[src/rtl/syscall_pkg.sv]
// ---------------------------------------------------------------------------
// syscall_pkg : shared constants and state types for the syscall responder
// Revision    : 1.0
// ---------------------------------------------------------------------------
`default_nettype none
`timescale 1ns/1ps

package syscall_pkg;

    localparam logic [31:0] SYS_PRINT_INT  = 32'd1;
    localparam logic [31:0] SYS_EXIT       = 32'd10;
    localparam logic [31:0] SYS_PRINT_CHAR = 32'd11;
    localparam logic [31:0] SYS_PRINT_HEX  = 32'd34;

    localparam logic [7:0] ASCII_ZERO  = 8'h30;
    localparam logic [7:0] ASCII_MINUS = 8'h2D;
    localparam logic [7:0] ASCII_X     = 8'h78;
    localparam logic [7:0] ASCII_LC_A  = 8'h61;
    localparam logic [7:0] ASCII_UC_A  = 8'h41;

    typedef enum logic [1:0] {
        ST_IDLE    = 2'd0,
        ST_CONVERT = 2'd1,
        ST_EMIT    = 2'd2,
        ST_HALT    = 2'd3
    } state_e;

    typedef enum logic [1:0] {
        MODE_CHAR = 2'd0,
        MODE_HEX  = 2'd1,
        MODE_INT  = 2'd2
    } mode_e;

endpackage

`default_nettype wire

[src/rtl/bin_to_bcd.sv]
// ---------------------------------------------------------------------------
// bin_to_bcd : sequential double-dabble, 32-bit binary to 10-digit BCD
// Revision   : 1.0
// ---------------------------------------------------------------------------
`default_nettype none
`timescale 1ns/1ps

module bin_to_bcd #(
    parameter int CONV_CYCLES = 32
) (
    input  logic        clk_i,
    input  logic        rst_ni,
    input  logic        start_i,
    input  logic [31:0] bin_i,
    output logic        done_o,
    output logic [39:0] bcd_o
);

    localparam int CNT_W = $clog2(CONV_CYCLES + 1);

    logic [CNT_W-1:0] cnt_q;
    logic [31:0]      bin_q;
    logic [39:0]      bcd_q;
    logic [39:0]      adj;

    always_comb begin
        adj = bcd_q;
        for (int i = 0; i < 10; i++) begin
            if (bcd_q[4*i +: 4] >= 4'd5) begin
                adj[4*i +: 4] = bcd_q[4*i +: 4] + 4'd3;
            end
        end
    end

    always_ff @(posedge clk_i or negedge rst_ni) begin
        if (!rst_ni) begin
            cnt_q <= '0;
            bin_q <= '0;
            bcd_q <= '0;
        end else if (start_i) begin
            cnt_q <= CNT_W'(CONV_CYCLES);
            bin_q <= bin_i;
            bcd_q <= '0;
        end else if (cnt_q != '0) begin
            {bcd_q, bin_q} <= {adj, bin_q} << 1;
            cnt_q          <= cnt_q - CNT_W'(1);
        end
    end

    // High during the final iteration, so the result is settled the cycle after
    assign done_o = (cnt_q == CNT_W'(1));
    assign bcd_o  = bcd_q;

endmodule

`default_nettype wire

[src/rtl/syscall_responder.sv]
// ---------------------------------------------------------------------------
// syscall_responder : services print-int/char/hex and exit syscalls, streams ASCII
// Revision          : 1.0
// ---------------------------------------------------------------------------
`default_nettype none
`timescale 1ns/1ps

module syscall_responder
    import syscall_pkg::*;
#(
    parameter bit HEX_UPPER   = 1'b0,
    parameter int CONV_CYCLES = 32
) (
    input  logic        clock,
    input  logic        reset_n,
    input  logic        req_valid,
    input  logic [31:0] req_funct,
    input  logic [31:0] req_param,
    output logic        req_ready,
    output logic        busy,
    output logic        out_valid,
    output logic [7:0]  out_data,
    input  logic        out_ready,
    output logic        halted,
    output logic        err_unknown
);

    state_e      state_q;
    mode_e       mode_q;
    logic [31:0] data_q;
    logic        sign_q;
    logic [3:0]  idx_q;
    logic        out_valid_q;
    logic [7:0]  out_data_q;
    logic        halted_q;
    logic        err_q;

    logic        accept;
    logic        conv_start;
    logic [31:0] magnitude;
    logic        bcd_done;
    logic [39:0] bcd;
    logic [3:0]  first_nz;
    logic [3:0]  last_idx;

    function automatic logic [7:0] hex_ascii(input logic [3:0] n);
        if (n < 4'd10) begin
            return ASCII_ZERO + {4'd0, n};
        end
        return (HEX_UPPER ? ASCII_UC_A : ASCII_LC_A) + {4'd0, n} - 8'd10;
    endfunction

    function automatic logic [7:0] byte_at(input mode_e m, input logic [3:0] idx,
                                           input logic neg, input logic [31:0] data,
                                           input logic [39:0] digits);
        int sh;
        sh = 4 * (9 - int'(idx));
        case (m)
            MODE_HEX: begin
                if (idx == 4'd0)      return ASCII_ZERO;
                else if (idx == 4'd1) return ASCII_X;
                else                  return hex_ascii(4'(data >> sh));
            end
            MODE_INT: begin
                if (neg) return ASCII_MINUS;
                else     return ASCII_ZERO + {4'd0, 4'(digits >> sh)};
            end
            default:  return data[7:0];
        endcase
    endfunction

    assign req_ready  = (state_q == ST_IDLE) && !halted_q;
    assign busy       = (state_q != ST_IDLE);
    assign accept     = req_valid && req_ready;
    assign conv_start = accept && (req_funct == SYS_PRINT_INT);
    // Two's-complement negate; 0x80000000 maps onto itself, read as unsigned 2^31
    assign magnitude  = req_param[31] ? (~req_param + 32'd1) : req_param;
    assign last_idx   = (mode_q == MODE_CHAR) ? 4'd0 : 4'd9;

    always_comb begin
        first_nz = 4'd9;
        for (int i = 9; i >= 0; i--) begin
            if (bcd[39-4*i -: 4] != 4'd0) begin
                first_nz = 4'(i);
            end
        end
    end

    bin_to_bcd #(
        .CONV_CYCLES (CONV_CYCLES)
    ) u_bin_to_bcd (
        .clk_i   (clock),
        .rst_ni  (reset_n),
        .start_i (conv_start),
        .bin_i   (magnitude),
        .done_o  (bcd_done),
        .bcd_o   (bcd)
    );

    always_ff @(posedge clock or negedge reset_n) begin
        if (!reset_n) begin
            state_q     <= ST_IDLE;
            mode_q      <= MODE_CHAR;
            data_q      <= '0;
            sign_q      <= 1'b0;
            idx_q       <= '0;
            out_valid_q <= 1'b0;
            out_data_q  <= 8'h00;
            halted_q    <= 1'b0;
            err_q       <= 1'b0;
        end else begin
            err_q <= 1'b0;
            case (state_q)
                ST_IDLE: begin
                    if (accept) begin
                        data_q <= req_param;
                        idx_q  <= '0;
                        sign_q <= 1'b0;
                        if (req_funct == SYS_PRINT_CHAR) begin
                            mode_q  <= MODE_CHAR;
                            state_q <= ST_EMIT;
                        end else if (req_funct == SYS_PRINT_HEX) begin
                            mode_q  <= MODE_HEX;
                            state_q <= ST_EMIT;
                        end else if (req_funct == SYS_PRINT_INT) begin
                            mode_q  <= MODE_INT;
                            sign_q  <= req_param[31];
                            state_q <= ST_CONVERT;
                        end else if (req_funct == SYS_EXIT) begin
                            halted_q <= 1'b1;
                            state_q  <= ST_HALT;
                        end else begin
                            err_q <= 1'b1;
                        end
                    end
                end
                ST_CONVERT: begin
                    if (bcd_done) begin
                        state_q <= ST_EMIT;
                    end
                end
                ST_EMIT: begin
                    if (!out_valid_q) begin
                        // First byte: integers skip straight past leading zero digits
                        out_valid_q <= 1'b1;
                        if (mode_q == MODE_INT) begin
                            idx_q      <= first_nz;
                            out_data_q <= byte_at(mode_q, first_nz, sign_q, data_q, bcd);
                        end else begin
                            out_data_q <= byte_at(mode_q, idx_q, 1'b0, data_q, bcd);
                        end
                    end else if (out_ready) begin
                        if ((mode_q == MODE_INT) && sign_q) begin
                            sign_q     <= 1'b0;
                            out_data_q <= byte_at(mode_q, idx_q, 1'b0, data_q, bcd);
                        end else if (idx_q == last_idx) begin
                            out_valid_q <= 1'b0;
                            state_q     <= ST_IDLE;
                        end else begin
                            idx_q      <= idx_q + 4'd1;
                            out_data_q <= byte_at(mode_q, idx_q + 4'd1, 1'b0, data_q, bcd);
                        end
                    end
                end
                ST_HALT: begin
                    state_q <= ST_HALT;
                end
                default: begin
                    state_q <= ST_IDLE;
                end
            endcase
        end
    end

    assign out_valid   = out_valid_q;
    assign out_data    = out_data_q;
    assign halted      = halted_q;
    assign err_unknown = err_q;

endmodule

`default_nettype wire

[config.mk]
export PLATFORM = sky130hd
export DESIGN_NAME = syscall_responder
export DESIGN_NICKNAME = d
export VERILOG_FILES = /design/src/rtl/syscall_pkg.sv /design/src/rtl/bin_to_bcd.sv /design/src/rtl/syscall_responder.sv
export SDC_FILE = /design/constraint.sdc
export NUM_CORES = 1
export LEC_CHECK = 0
export CORE_ASPECT_RATIO = 0.7
export CORE_UTILIZATION = 59
export CTS_CLUSTER_DIAMETER = 120
export DETAILED_ROUTE_END_ITERATION = 10
export DONT_BUFFER_PORTS = 1
export PLACE_DENSITY = 0.78
export SLEW_MARGIN = 40
export SYNTH_ARGS = -nofsm -noshare
export SYNTH_HDL_FRONTEND = slang
export SYNTH_SLANG_ARGS = --single-unit
[constraint.sdc]
create_clock -name clock -period 5.17 [get_ports clock]
set_input_delay 0.517 -clock clock [delete_from_list [all_inputs] [get_ports clock]]
set_output_delay 0.517 -clock clock [all_outputs]
set_load 0.01 [all_outputs]
==> impl_metrics.json, run 1 <==
{
  "status": "complete, no violations",
  "fin_nets": 1213,
  "place_area_sq_um": 9970,
  "critPathSlowestCell": "ha_1",
  "clock_path_buffers": 2,
  "synthAdderAreaFrac_pct": 5.19,
  "crit_path_end": "out_data[6]$_DFFE_PN0P_",
  "globalRouteMet3Util_pct": 10.6,
  "fin_setup_tns_ns": 0,
  "required_ns": 5.49,
  "clk_latency_ns": 0.44,
  "hp-class": "in -> async",
  "ys_seq_area_share_pct": 32.9,
  "drt_wl_total_microns": 27100,
  "drtAntennaViolNets": 0,
  "synth_cells": 1150,
  "die_y_microns": 110,
  "min_period_ns": 4.09,
  "fp.dieW_microns": 157,
  "slowest_delay_ns": 0.80,
  "worst-endpoint-arrival_ns": 4.41,
  "synth_xor_area_share_pct": 4.08,
  "grt_overflow": 0,
  "grt.total_usage_pct": 32.8,
  "worstReg2RegStart": "idx_q[1]$_DFFE_PN0P_",
  "max-vdd-ir-drop_uv": 200,
  "synth_top_family_by_area": "simple AND/OR/NAND/NOR gates",
  "fin_area_sq_um": 10600,
  "grt_max_degree": 131,
  "multi_input_area_sq_um": 6180,
  "slew_viol_final": 0,
  "p_int_mw": 1.78,
  "synth-compound-area-share_pct": 19.6,
  "synth_edf_count": 0,
  "cts_tree": "built",
  "p_sw_uw": 571,
  "path_delay_family": "adder cells",
  "power.share.sequential_pct": 43.3,
  "grt_pass1_vias": 7805,
  "start_kind": "register",
  "busiest_layer": "met1",
  "power_leakage_nw": 4.55,
  "drcViolationCount": 0,
  "rr_worst_depth": 12,
  "r2r_setup_slack_ns": 1.08,
  "port_buffers": 0,
  "gp_congestion": 1.00,
  "register_area_sq_um": 3250,
  "clkSinkCount": 130,
  "netlist_area_sq_um": 9880,
  "num_antenna_cells": 0,
  "grt_pass1_wl_microns": 43000,
  "n_fill_cell": 1334,
  "met2_usage_pct": 43.8,
  "yosys.area_share.simple_pct": 20.3,
  "crit_chain": "buf_4, ha_1, xor2_1, inv_1, ha_1, mux4_2, mux2_2, o221ai_1, a221o_1, o21ai_0, a221oi_1, nor2_1",
  "comb_power_share_pct": 2.7,
  "fmaxAchievable_mhz": 244,
  "vias": 8841,
  "maxCapViolations": 0,
  "synthFlopType": "dfrtp_1",
  "yosys.area.top_type": "dfrtp_1",
  "antenna_found_initial": 0,
  "swShare_pct": 24.3,
  "finalCritPeriodShare_pct": 79.1,
  "timing_hold_violations_final": 0,
  "htreeDepth": 4,
  "tightest_slew_ns": 0.939,
  "core_sq_um": 16300,
  "firstDrtPassIters": 5,
  "worst_setup_path_end_kind": "register",
  "clock-root-buffer": "clkbuf_16",
  "synth_nets": 1259,
  "wl_per_cell_microns": 20.2,
  "synth_top_cell_area_share_pct": 32.9,
  "worstSetupPathType": "reg -> reg",
  "start_util_pct": 60.4,
  "cp.depth": 12,
  "critPathLaunch": "idx_q[1]$_DFFE_PN0P_",
  "drive_above_1_share_pct": 10.2,
  "critPathBufInv": 2,
  "crit_top_cell": "ha_1",
  "cp_max_fo": 18,
  "yosys_warnings": 0,
  "detail_route.iter0.violations": 1165,
  "rsz0062_at_grt": "no",
  "slew_headroom_pct": 36.9,
  "met1_usage_pct": 50.1,
  "reg2reg_to": "out_data[6]$_DFFE_PN0P_",
  "skew_ns": 0.00802,
  "ys_top_cells_by_area": "dfrtp_1 (33%), mux4_2 (7.8%), nand2_1 (7.2%)",
  "cts_made_buffers": 17,
  "ys_ff_latch": 130,
  "synth.distinct_cells": 75,
  "clockPowerShare_pct": 54.0,
  "synth.mux.area_fraction_pct": 13.1,
  "synth.avg_cell_area_sq_um": 8.59,
  "die_area_sq_um": 17300,
  "pin_count": 81,
  "vias_per_cell": 6.59,
  "post-dp-hpwl_microns": 19200,
  "num_rows": 39,
  "finalSetupViolCount": 0,
  "synthArstFlopShare_pct": 100,
  "powerDensity_nw_per_um2": 221,
  "clk_pin_slew_ns": 0.06,
  "syn2layout_area_growth_pct": 7.60
}
synth_stat cells (4+ instances only):
library cell and n:
nand2_1 190, dfrtp_1 130, a21oi_1 88, nor2_1 81, o21ai_0 74, clkbuf_1 62
inv_1 47, mux2i_1 44, ha_1 41, a211oi_1 40, mux4_2 34, xnor2_1 31
nand2b_1 19, nand3_1 19, nor3_1 19, and2_1 17, o31ai_1 15, xor2_1 15
nor3b_1 14, nor4_1 12, buf_1 9, mux2_2 8, or3_1 8, a31oi_1 7
nor2b_1 7, o21ai_1 6, a21boi_0 5, a32o_1 5, o211ai_1 5, o21bai_1 5
a21o_1 4, a221o_1 4, and3_1 4, buf_2 4, nand4b_1 4, o221ai_1 4
o41ai_1 4, or2_2 4
power by group through the flow:
| stage | Combinational (mW) | Clock, mW | Sequential [mW] |
|---|---|---|---|
| floorplan | 0.0384 | 0 | 1.04 |
| global route | 0.0720 | 1.33 | 1.02 |
| detailed placement | 0.0405 | 0 | 1.04 |
| global placement | 0.0401 | 0 | 1.04 |
| CTS | 0.0642 | 1.28 | 1.02 |
| finish | 0.0627 | 1.27 | 1.02 |
worst min path at each step:
stage                                    endpoint  slack [ns]  cells after the start
2_1_floorplan               data_q[0]$_DFFE_PN0P_        0.22                      0
3_3_place_gp   u_bin_to_bcd.bcd_o[33]$_DFFE_PN0P_        0.23                      0
3_5_place_dp   u_bin_to_bcd.bcd_o[30]$_DFFE_PN0P_        0.23                      0
4_1_cts         u_bin_to_bcd.cnt_q[3]$_DFFE_PN0P_        0.09                      1
5_1_grt        u_bin_to_bcd.bcd_o[34]$_DFFE_PN0P_        0.07                      1
6_report       u_bin_to_bcd.bcd_o[34]$_DFFE_PN0P_        0.01                      1
placed cells by master (no fill, tap or decap), drive strengths merged, types with 4 or more instances in the layout:
master | netlist | routed
nand2 | 190 | 190
dfrtp | 130 | 130
a21oi | 88 | 88
nor2 | 81 | 81
o21ai | 80 | 80
inv | 47 | 57
mux2i | 44 | 44
a211oi | 41 | 41
ha | 41 | 41
mux4 | 34 | 34
xnor2 | 31 | 31
nor3 | 19 | 19
nand2b | 19 | 19
nand3 | 19 | 19
clkbuf | 62 | 17
and2 | 17 | 17
o31ai | 16 | 16
xor2 | 15 | 15
nor3b | 14 | 14
nor4 | 12 | 12
or3 | 11 | 11
buf | 14 | 11
mux2 | 8 | 8
nor2b | 7 | 7
a31oi | 7 | 7
o41ai | 6 | 6
or4 | 6 | 6
a21boi | 5 | 5
o211ai | 5 | 5
o21bai | 5 | 5
a32o | 5 | 5
or2 | 5 | 5
nand4b | 4 | 4
a21o | 4 | 4
and3 | 4 | 4
o221ai | 4 | 4
a221o | 4 | 4
or3b | 4 | 4
flip-flops by register name (all words and copies together) (netlist names):
register,count
idx_q,4
mode_q,2
u_bin_to_bcd.cnt_q,6
state_q,2
halted,1
u_bin_to_bcd.bin_q,32
sign_q,1
u_bin_to_bcd.bcd_o,40
err_unknown,1
out_data,8
out_valid,1
data_q,32
cell families (layout without fill, tap and decap cells):
group                    after synthesis  in the layout
AO/OA/AOI/OAI                        302            302
XOR/XNOR                              46             46
adder cells (fa/ha/maj)               41             41
buffers and inverters                123             90
flip-flops                           130            130
multiplexers                          86             86
AND/OR/NAND/NOR                      422            422
routing by layer:
| metal | share of wire [%] | wire, microns |
|---|---|---|
| met5 | 0 | 0 |
| met4 | 1.3 | 342 |
| met3 | 13 | 3500 |
| met2 | 40 | 10900 |
| met1 | 46 | 12400 |
stage by stage:
| stage | power (mW) | worst slack [ns] | hold slack (ns) | utilization (%) | std cells |
|---|---|---|---|---|---|
| after floorplan | 1.07 | 0.334 | 0.221 | - | 1150 |
| after global routing | 2.42 | 0.895 | 0.0705 | 65.0 | 1342 |
| after detailed placement | 1.08 | 1.21 | 0.228 | 61.0 | 1309 |
| final | 2.35 | 1.08 | 0.0134 | 65.0 | 1342 |
| after CTS | 2.36 | 1.19 | 0.0897 | 64.9 | 1342 |
| after global placement | 1.08 | 1.37 | 0.228 | 60.9 | 1308 |
final cells by class:
| type | instances | share of cell area, % |
|---|---|---|
| clock inverters | 15 | 1.75 |
| well taps | 225 | 2.65 |
| flip-flops and latches | 130 | 30.6 |
| inverters | 47 | 1.66 |
| repair buffers | 11 | 1.15 |
| multi-input cells | 897 | 58.2 |
| clock buffers | 17 | 4.00 |
what timing repair did:
| action | in CTS | in global routing |
|---|---|---|
| buffers inserted | 0 | 0 |
| resized for setup | 0 | 0 |
| endpoints found under the hold margin | 130 | 0 |
| hold buffers | 1 | 0 |
Note: power is estimated with default switching activity, not from simulation.
==> inputs of run 2 (changes only) <==
CORE_UTILIZATION = 60   (was 59)
PLACE_DENSITY = 0.76   (was 0.78)
clock period = 3.9 ns   (was 5.17 ns; I/O delays follow)
==> impl_metrics.json, run 2 (synthesis gave the netlist of run 1 again) <==
{
  "die_y_microns": 109,
  "clk_pin_slew_ns": 0.06,
  "min_period_ns": 3.50,
  "finalCritPeriodShare_pct": 89.8,
  "fin_area_sq_um": 10800,
  "cts_tree": "built",
  "num_rows": 38,
  "layout_setup_ws_ns": 0.397,
  "largest_register_ffs": 40,
  "worst-endpoint-arrival_ns": 3.81,
  "gp_congestion": 0.989,
  "drcViolationCount": 0,
  "firstDrtPassIters": 6,
  "grt.total_usage_pct": 34.3,
  "fin_nets": 1236,
  "clock-root-buffer": "clkbuf_16",
  "clk_latency_ns": 0.43,
  "fmaxAchievable_mhz": 285,
  "wl_met1_microns": 12700,
  "final_cell_mix": "nand2_1 (189), dfrtp_1 (129), a21oi_1 (88), nor2_1 (80), o21ai_0 (74)",
  "start_kind": "register",
  "dp.cells": 1326,
  "rsz0062_at_grt": "no",
  "skew_ns": 0.00985,
  "post-dp-hpwl_microns": 19900,
  "ctsResizeCount": 0,
  "highest_layer": "met4",
  "slew_viol_final": 0,
  "clkSinkCount": 130,
  "vias_per_cell": 6.47,
  "wl_met2_microns": 11400,
  "timing_hold_violations_final": 0,
  "drtAntennaViolNets": 0,
  "num_antenna_cells": 0,
  "required_ns": 4.20,
  "grt_pass1_vias": 8101,
  "vias": 8805,
  "final_cells": 1360,
  "clock_path_buffers": 2,
  "layout_commonest_cell": "nand2_1",
  "port_buffers": 0,
  "worst_setup_path_end_kind": "register",
  "htreeDepth": 4,
  "hp-class": "in -> reg",
  "slew_headroom_pct": 48.0,
  "fin_setup_tns_ns": 0,
  "start_util_pct": 62.6,
  "core_sq_um": 15800,
  "route.met3.wl_microns": 3330,
  "cp_max_fo": 10,
  "tightest_slew_ns": 0.780,
  "grt_pass1_wl_microns": 44300,
  "holdWs_ns": 0.0493,
  "finalSetupViolCount": 0,
  "dp_slack_ns": 0.479,
  "maxCapViolations": 0,
  "syn2layout_area_growth_pct": 9.54,
  "status": "complete, no violations",
  "power_leakage_nw": 4.68,
  "place_area_sq_um": 10100,
  "die_area_sq_um": 17000,
  "antenna_found_initial": 0,
  "power_mw": 3.25,
  "max-vdd-ir-drop_uv": 256,
  "drt_wl_total_microns": 27700,
  "pin_count": 81,
  "wl_per_cell_microns": 20.4,
  "fp.dieW_microns": 155,
  "worstSetupPathType": "reg -> reg",
  "detail_route.iter0.violations": 1191,
  "grt_max_degree": 131,
  "grt_overflow": 0,
  "cts_made_buffers": 17,
  "drive_above_1_share_pct": 11.6,
  "powerDensity_nw_per_um2": 300,
  "fin_util_pct": 68.6
}
## run 2: worst max-delay path: stages, from the launching register on
cell	delay, ns
dfrtp_1	0.47
inv_1	0.12
ha_1	0.25
or3b_2	0.50
nand4bb_1	0.35
nand2b_1	0.24
ha_1	0.38
xor2_1	0.37
nor2_1	0.07
a221o_1	0.30
a221o_1	0.32
## run 2: final timing paths
check | cells past startpoint | end | startpoint | slack (ns)
worst max-delay path | 10 | out_data[3]$_DFFE_PN0P_ | u_bin_to_bcd.bcd_o[21]$_DFFE_PN0P_ | 0.40
worst min-delay path | 1 | mode_q[1]$_DFFE_PN0P_ | req_funct[1] | 0.05
worst max register to register | 10 | out_data[3]$_DFFE_PN0P_ | u_bin_to_bcd.bcd_o[21]$_DFFE_PN0P_ | 0.40
worst min register to register | 2 | data_q[16]$_DFFE_PN0P_ | data_q[16]$_DFFE_PN0P_ | 0.51
max in group asynchronous | 2 | u_bin_to_bcd.bcd_o[38]$_DFFE_PN0P_ | reset_n | 2.70
min in group asynchronous | 2 | u_bin_to_bcd.bcd_o[37]$_DFFE_PN0P_ | reset_n | 0.52
## run 2: final cells by class
class | count | area (sq um)
sequential | 130 | 3250
clock inverter | 13 | 219
clock buffer | 19 | 443
multi-input combinational | 897 | 6160
tap | 220 | 275
fill | 1268 | 4960
timing repair buffer | 34 | 290
inverter | 47 | 176
## run 2: what timing repair did
item                                    in CTS  in global routing
endpoints found under the setup margin       0                  0
hold buffers                                 2                  0
hold endpoints to repair                   130                  0
setup buffers                                0                  0
## run 2: per-layer routing
| layer | global-route usage [%] | vias to the layer above |
|---|---|---|
| li1 | - | 4104 |
| met1 | 51.1 | 4207 |
| met2 | 47.4 | 459 |
| met3 | 12.3 | 35 |
| met4 | 7.07 | 0 |
| met5 | 0 | - |
## run 2: power breakdown
| part | internal [mW] | switching (mW) | leakage (nW) |
|---|---|---|---|
| logic | 0.0335 | 0.0518 | 2.65 |
| clock network | 1.16 | 0.650 | 0.325 |
| registers | 1.35 | 0.000000105 | 1.71 |
| total | 2.55 | 0.702 | 4.68 |
